[src/rtl/ctrl_clken_pkg.sv]
// -----------------------------------------------------------------------------
// ctrl_clken_pkg
// Shared types and helpers for the ctrl_clken lock-qualified reset sequencer /
// clock-enable generator.
//   - state_t     : sequencer FSM state encoding
//   - f_scnt_w()  : width of the stable-lock counter for a given RST_CYCLES
//   - f_low_w()   : width of the lock-low filter counter for a given LOSS_CYCLES
// -----------------------------------------------------------------------------
package ctrl_clken_pkg;

    typedef enum logic [1:0] {
        ST_WAIT_LOCK = 2'd0,
        ST_STABLE    = 2'd1,
        ST_RUN       = 2'd2
    } state_t;

    // The stable counter only has to reach RST_CYCLES-1, so clog2(RST_CYCLES)
    // bits suffice; one bit is the floor for the degenerate small settings.
    function automatic int f_scnt_w(input int rst_cycles);
        if (rst_cycles <= 2) begin
            return 1;
        end
        return $clog2(rst_cycles);
    endfunction

    // The low counter saturates at LOSS_CYCLES, so it must hold that value.
    function automatic int f_low_w(input int loss_cycles);
        if (loss_cycles <= 1) begin
            return 1;
        end
        return $clog2(loss_cycles + 1);
    endfunction

endpackage

[src/rtl/ctrl_clken_if.sv]
// -----------------------------------------------------------------------------
// ctrl_clken_if
// Bundles the lock input, divide settings and sequencer outputs of ctrl_clken.
//   locked_in : PLL lock flag (asynchronous to clk)
//   div       : CH*CW packed divide values, channel n at [n*CW +: CW]
//   ce        : per-channel clock-enable pulses
//   rst_out   : synchronous active-high reset for downstream logic
//   ready     : high while the sequencer is in RUN
// Modports: master = the side supplying lock/divide (PLL wrapper / bench),
//           slave  = ctrl_clken itself.
// -----------------------------------------------------------------------------
interface ctrl_clken_if #(
    parameter int CH = 3,
    parameter int CW = 8
);
    logic               locked_in;
    logic [CH*CW-1:0]   div;
    logic [CH-1:0]      ce;
    logic               rst_out;
    logic               ready;

    modport master (
        output locked_in,
        output div,
        input  ce,
        input  rst_out,
        input  ready
    );

    modport slave (
        input  locked_in,
        input  div,
        output ce,
        output rst_out,
        output ready
    );
endinterface

[src/rtl/ctrl_clken_div.sv]
// -----------------------------------------------------------------------------
// ctrl_clken_div
// One clock-enable divider channel. Produces a one-cycle pulse every dl+1
// cycles while the sequencer is in RUN; dl is reloaded from div only at a wrap,
// so a new divide value never truncates the period in progress.
// Ports:
//   clk  : system clock
//   rst  : synchronous active-high reset
//   run  : high when the sequencer will be in RUN in the next cycle
//   div  : divide value for this channel
//   ce   : clock-enable pulse (decoded from registers only)
// -----------------------------------------------------------------------------
module ctrl_clken_div #(
    parameter int CW = 8
) (
    input  logic          clk,
    input  logic          rst,
    input  logic          run,
    input  logic [CW-1:0] div,
    output logic          ce
);

    logic          r_run;   // registered run: high exactly during RUN cycles
    logic [CW-1:0] r_c;
    logic [CW-1:0] r_dl;

    // Outside RUN both registers sit at 0, so c==dl holds in the first RUN
    // cycle: every channel pulses there and the wrap in that cycle performs
    // the initial load of div. All channels therefore start phase-aligned.
    always_ff @(posedge clk) begin
        if (rst) begin
            r_run <= 1'b0;
            r_c   <= '0;
            r_dl  <= '0;
        end else begin
            r_run <= run;
            if (!run) begin
                // Cleared on the same edge that leaves RUN, so the counters
                // read 0 in every non-RUN cycle.
                r_c  <= '0;
                r_dl <= '0;
            end else if (r_run) begin
                if (r_c == r_dl) begin
                    r_c  <= '0;
                    r_dl <= div;
                end else begin
                    r_c  <= r_c + CW'(1);
                end
            end
        end
    end

    assign ce = r_run & (r_c == r_dl);

endmodule

[src/rtl/ctrl_clken.sv]
// -----------------------------------------------------------------------------
// ctrl_clken
// Lock-qualified reset sequencer and multi-channel clock-enable generator.
// Holds rst_out high until the PLL lock flag has been stable for RST_CYCLES
// cycles, then runs CH phase-aligned clock-enable dividers.
// Parameters:
//   CH          : number of clock-enable channels (1..8)
//   CW          : divider width per channel
//   RST_CYCLES  : stable-lock cycles before reset release (>=1)
//   LOSS_CYCLES : consecutive low-lock cycles that count as loss (filter only)
// Ports:
//   clk    : system clock, the only clock
//   rst    : synchronous active-high reset
//   io_bus : ctrl_clken_if.slave (locked_in, div in; ce, rst_out, ready out)
// Build option:
//   CTRL_CLKEN_LOCK_FILTER_EN : when defined, short lock dropouts (fewer than
//   LOSS_CYCLES synchronized low cycles) are ignored in STABLE and RUN.
// -----------------------------------------------------------------------------
module ctrl_clken
    import ctrl_clken_pkg::*;
#(
    parameter int CH          = 3,
    parameter int CW          = 8,
    parameter int RST_CYCLES  = 16,
    parameter int LOSS_CYCLES = 4
) (
    input  logic         clk,
    input  logic         rst,
    ctrl_clken_if.slave  io_bus
);

    localparam int                SCNT_W    = f_scnt_w(RST_CYCLES);
    localparam logic [SCNT_W-1:0] SCNT_TERM = SCNT_W'(RST_CYCLES - 1);

    // Empty marker scope that only elaborates for out-of-range settings, so a
    // bad configuration is visible in the elaborated hierarchy.
    if ((CH < 1) || (CH > 8) || (RST_CYCLES < 1) || (LOSS_CYCLES < 2)) begin : g_param_range_violation
    end

    // ---------------------------------------------------------------- sync
    logic r_sync_meta;
    logic r_locked_s;

    always_ff @(posedge clk) begin
        if (rst) begin
            r_sync_meta <= 1'b0;
            r_locked_s  <= 1'b0;
        end else begin
            r_sync_meta <= io_bus.locked_in;
            r_locked_s  <= r_sync_meta;
        end
    end

    // ---------------------------------------------------------------- state
    state_t            r_state;
    state_t            w_state_next;
    logic [SCNT_W-1:0] r_scnt;
    logic [SCNT_W-1:0] w_scnt_next;
    logic              w_loss;

    // ----------------------------------------------------- loss detection
    // Loss is taken from a register in both builds so that the FSM never sees
    // a combinational path from the synchronizer; this adds one edge of
    // latency on top of the two synchronizer stages.
`ifdef CTRL_CLKEN_LOCK_FILTER_EN
    localparam int               LOW_W   = f_low_w(LOSS_CYCLES);
    localparam logic [LOW_W-1:0] LOW_MAX = LOW_W'(LOSS_CYCLES);

    logic [LOW_W-1:0] r_lowcnt;

    // Saturating run length of low synchronized lock; only meaningful while
    // the FSM is watching for loss (STABLE/RUN).
    always_ff @(posedge clk) begin
        if (rst) begin
            r_lowcnt <= '0;
        end else if ((r_state == ST_WAIT_LOCK) || r_locked_s) begin
            r_lowcnt <= '0;
        end else if (r_lowcnt != LOW_MAX) begin
            r_lowcnt <= r_lowcnt + LOW_W'(1);
        end
    end

    assign w_loss = (r_lowcnt == LOW_MAX);
`else
    logic r_low;

    // Any single low synchronized cycle in STABLE/RUN is a loss.
    always_ff @(posedge clk) begin
        if (rst) begin
            r_low <= 1'b0;
        end else begin
            r_low <= (r_state != ST_WAIT_LOCK) && !r_locked_s;
        end
    end

    assign w_loss = r_low;
`endif

    // ------------------------------------------------------------ FSM
    always_ff @(posedge clk) begin
        if (rst) begin
            r_state <= ST_WAIT_LOCK;
            r_scnt  <= '0;
        end else begin
            r_state <= w_state_next;
            r_scnt  <= w_scnt_next;
        end
    end

    always_comb begin
        w_state_next = r_state;
        w_scnt_next  = r_scnt;
        unique case (r_state)
            ST_WAIT_LOCK: begin
                w_scnt_next = '0;
                if (r_locked_s) begin
                    w_state_next = ST_STABLE;
                end
            end
            ST_STABLE: begin
                // Loss is checked first so it wins over the terminal count.
                if (w_loss) begin
                    w_state_next = ST_WAIT_LOCK;
                    w_scnt_next  = '0;
                end else if (r_scnt == SCNT_TERM) begin
                    w_state_next = ST_RUN;
                    w_scnt_next  = '0;
                end else begin
                    w_scnt_next  = r_scnt + SCNT_W'(1);
                end
            end
            ST_RUN: begin
                if (w_loss) begin
                    w_state_next = ST_WAIT_LOCK;
                end
            end
            default: begin
                w_state_next = ST_WAIT_LOCK;
                w_scnt_next  = '0;
            end
        endcase
    end

    // ---------------------------------------------------------- outputs
    // Registered from the next state so rst_out/ready change on the same edge
    // the state does.
    logic w_run_next;
    logic r_rst_out;
    logic r_ready;

    assign w_run_next = (w_state_next == ST_RUN);

    always_ff @(posedge clk) begin
        if (rst) begin
            r_rst_out <= 1'b1;
            r_ready   <= 1'b0;
        end else begin
            r_rst_out <= !w_run_next;
            r_ready   <= w_run_next;
        end
    end

    // --------------------------------------------------------- dividers
    logic [CH-1:0] w_ce;

    genvar gi;
    generate
        for (gi = 0; gi < CH; gi++) begin : g_ch
            ctrl_clken_div #(
                .CW (CW)
            ) u_div (
                .clk (clk),
                .rst (rst),
                .run (w_run_next),
                .div (io_bus.div[gi*CW +: CW]),
                .ce  (w_ce[gi])
            );
        end
    endgenerate

    assign io_bus.ce      = w_ce;
    assign io_bus.rst_out = r_rst_out;
    assign io_bus.ready   = r_ready;

endmodule

[src/flat_wrapper.sv]
// flat-port wrapper written by rule: the top's interface ports become plain ports
module ctrl_clken_flat import ctrl_clken_pkg::*;
#(
    parameter int CH          = 3,
    parameter int CW          = 8,
    parameter int RST_CYCLES  = 16,
    parameter int LOSS_CYCLES = 4
)
  (clk, rst, io_bus_locked_in, io_bus_div, io_bus_ce, io_bus_rst_out, io_bus_ready);
  ctrl_clken_if #(.CH(CH), .CW(CW)) io_bus_i ();
  input  logic clk;
  input  logic rst;
  input wire logic [$bits(io_bus_i.locked_in)-1:0] io_bus_locked_in;
  input wire logic [$bits(io_bus_i.div)-1:0] io_bus_div;
  output wire logic [$bits(io_bus_i.ce)-1:0] io_bus_ce;
  output wire logic [$bits(io_bus_i.rst_out)-1:0] io_bus_rst_out;
  output wire logic [$bits(io_bus_i.ready)-1:0] io_bus_ready;
  assign io_bus_i.locked_in = io_bus_locked_in;
  assign io_bus_i.div = io_bus_div;
  assign io_bus_ce = io_bus_i.ce;
  assign io_bus_rst_out = io_bus_i.rst_out;
  assign io_bus_ready = io_bus_i.ready;
  ctrl_clken #(.CH(CH), .CW(CW), .RST_CYCLES(RST_CYCLES), .LOSS_CYCLES(LOSS_CYCLES)) u_core (.clk(clk), .rst(rst), .io_bus(io_bus_i));
endmodule
[config.mk]
export PLATFORM = sky130hd
export DESIGN_NAME = ctrl_clken_flat
export DESIGN_NICKNAME = d
export VERILOG_FILES = /design/src/rtl/ctrl_clken_pkg.sv /design/src/rtl/ctrl_clken_if.sv /design/src/rtl/ctrl_clken_div.sv /design/src/rtl/ctrl_clken.sv /design/src/flat_wrapper.sv
export SDC_FILE = /design/constraint.sdc
export NUM_CORES = 1
export LEC_CHECK = 0
export CAP_MARGIN = 20
export CORE_MARGIN = 2
export CORE_UTILIZATION = 55
export DETAILED_ROUTE_END_ITERATION = 16
export PLACE_DENSITY = 0.89
export SYNTH_ARGS = -nofsm -noshare
export SYNTH_HDL_FRONTEND = slang
export SYNTH_HIERARCHICAL = 1
export SYNTH_SLANG_ARGS = --single-unit
export TNS_END_PERCENT = 5
[constraint.sdc]
create_clock -name clk -period 2.5 [get_ports clk]
set_input_delay 0.625 -clock clk [delete_from_list [all_inputs] [get_ports clk]]
set_output_delay 0.625 -clock clk [all_outputs]
set_load 0.05 [all_outputs]
==> metrics <==
post_cts resized=0; number of synthesized flops with an enable pin=0; CP endpoint kind=primary output; Crit path arrival time=1.46 ns; Die Height=74.91 um; sequential area share after synthesis=0.4489; Total Neg Setup Slack=0 ns; Synth Register Bits=62; Final Hold Viols=0; Synth area leader=dfxtp_1; Power Total=1.804 mW; Syn Nets=327; diode count=0; clock transition at the registers of the reported paths=0.07 ns; routed wl met2=2429 um; Final nets=363; worst hold path class=flop to flop; Synth Warn #=6; prevailing post-synth register cell=dfxtp_1; first-pass GRT wire length=8576 um; Vias=2108; vias in the first global route=1977; clk sinks=62; CTS tree=done; post-synthesis async set-or-reset flop share=0; Max FO, Critical Path=4; H-Tree Depth=3; Starting Density=0.5778; GRT Total Usage=0.2062; Worst-Skew Late Latency=0.34 ns; postcts setup bufs=0; Num CTS Buffers=9; routability cong.=0.8243; Max IR drop VDD=0.4298 mV; Sw Ratio=0.2157; Post-Route WL=4953 um; port bufs=31; clk buf depth=2; Placement Rows=25; top cells by area, synth=dfxtp_1, xnor2_1, mux2i_1, nand2_1, nor3_1; Iter 0 DRT Violations=186; Clk pwr share=0.419; hold path cells=1; Synth top area share=0.4489; Req. time, crit path=1.88 ns; Tmin final=2.089 ns; top layer in use=met4; final worst slack=0.4111 ns; Post-DP HPWL=3413 um; Least-Margin Pin Slew=0.5148 ns; Register-to-Register Path Depth=8; max_slew headroom=0.6557; core box area=0.004786 mm^2; RSZ-0062 raised after global routing=false; sequential share of power=0.551; DRT Pass-1 Iters=4; M1 wire length=2190 um; fin area=0.003331 mm^2; Comb pwr share=0.031; DR DRC count=0; IO Count=32; Netlist cell types=29; syn avg cell area=9.342 um^2; GR Overflow Total=0; power density cells=541.7 mW/mm^2; DR WL met3=224 um; FMAX=478.7 MHz; clock root cell=clkbuf_8; WS Path Type=flop to primary output; Placement Setup Slack=0.3658 ns; die width=74.91 um; vias per inst=5.218; pin count of the biggest net entering global routing=18; share of cells above drive strength 1=0.08902; Startpoint Class=flop; final setup vio count=0; area of placed instances=0.003163 mm^2; most common cell in the netlist=nand2_1; cell area after synthesis=0.002765 mm^2; period utilization=0.8356; Sw Pwr=389.2 uW; worst hold margin=0.4218 ns; Int Pwr=1.415 mW; initial antenna violation count=0; Post-CTS Hold Fix Bufs=0; max_cap viols=0; Die ar.=0.005611 mm^2; Clock Skew=0.007148 ns; top cells by count, synth=nand2_1, dfxtp_1, xnor2_1; Routed Antenna Nets=0; routed length per instance=12.26 um; synth-to-layout area growth=20.45%; leakage=1.015 nW; Synth Instances=296; status=completed; max-slew violations=0
[cell families (layout without fill, tap and decap cells)]
| logic type | count (synthesis) | count (layout) | synth area share |
|---|---|---|---|
| AO/OA/AOI/OAI | 8 | 8 | 0.02353 |
| XOR/XNOR | 45 | 45 | 0.1425 |
| adder cells (fa/ha/maj) | 4 | 4 | 0.01810 |
| buffers and inverters | 16 | 57 | 0.03257 |
| flip-flops | 62 | 62 | 0.4489 |
| multiplexers | 27 | 27 | 0.09774 |
| AND/OR/NAND/NOR | 134 | 134 | 0.2367 |
[path summary, 6_finish.rpt]
kind	start	slack, ns	endpoint
worst max-delay path	u_core/g_ch[2].u_div/r_c[0]	0.41	io_bus_ce[2]
worst min-delay path	u_core/r_locked_s	0.42	u_core/r_low
worst max register to register	u_core/r_scnt[0]	0.56	u_core/g_ch[0].u_div/r_dl[6]
worst min register to register	u_core/r_locked_s	0.42	u_core/r_low
[cell type report]
| cell class | instances | area (um^2) |
|---|---|---|
| multi-input cells | 218 | 1434 |
| clock buffers | 12 | 145.1 |
| inverters | 3 | 11.26 |
| fillers | 358 | 1455 |
| well taps | 67 | 83.83 |
| clock inverters | 4 | 22.52 |
| repair buffers | 38 | 392.9 |
| flip-flops and latches | 62 | 1241 |
[sequential cells by signal, summed over array words and instances (netlist names)]
signal	count
u_core/io_bus.ready	1
u_core/r_low	1
u_core/g_ch.u_div/r_c	24
u_core/io_bus.rst_out	1
u_core/g_ch.u_div/r_run	3
u_core/r_state	2
u_core/r_scnt	4
u_core/r_sync_meta	1
u_core/g_ch.u_div/r_dl	24
u_core/r_locked_s	1
[layer usage]
layer  global-route usage  vias to the layer above
met1               0.2354                      982
met3              0.08434                       12
met5                    0                        -
li1                     -                     1067
met4              0.08532                        0
met2               0.3421                       47
[cells in the final DEF (no fill, tap or decap), drive strengths merged, types with 2 or more instances in the layout]
cell           instances
nand3                  6
nand2                 64
nand2b                 6
a311oi                 2
a21oi                  2
dfxtp                 62
a22oi                  2
nor3                  33
clkbuf                12
nand4                  9
xor2                   9
xnor2                 36
buf                   10
nor2b                  3
clkdlybuf4s50         28
mux2i                 27
nor2                  10
clkinv                 6
ha                     4
[power groups by stage]
stage                     Sequential, mW  Combinational [mW]  Clock [mW]
after CTS                          0.994              0.0553       0.779
final                              0.994              0.0551       0.755
after global placement              1.02              0.0542           0
after detailed placement            1.02              0.0547           0
after global routing               0.994              0.0594       0.816
after floorplan                     1.02              0.0115           0
[critical path, stage by stage, from the launching register on]
cell and delay (ns):
dfxtp_1 0.43, xnor2_1 0.14, nand3_1 0.13, nor3_4 0.25, buf_12 0.17
[through the flow]
step	utilization	std cells
after floorplan	-	296
after global placement	0.6609	388
after detailed placement	0.6609	388
after CTS	0.6959	404
after global routing	0.6959	404
final	0.6959	404
Power figures use the tool's default switching activity.
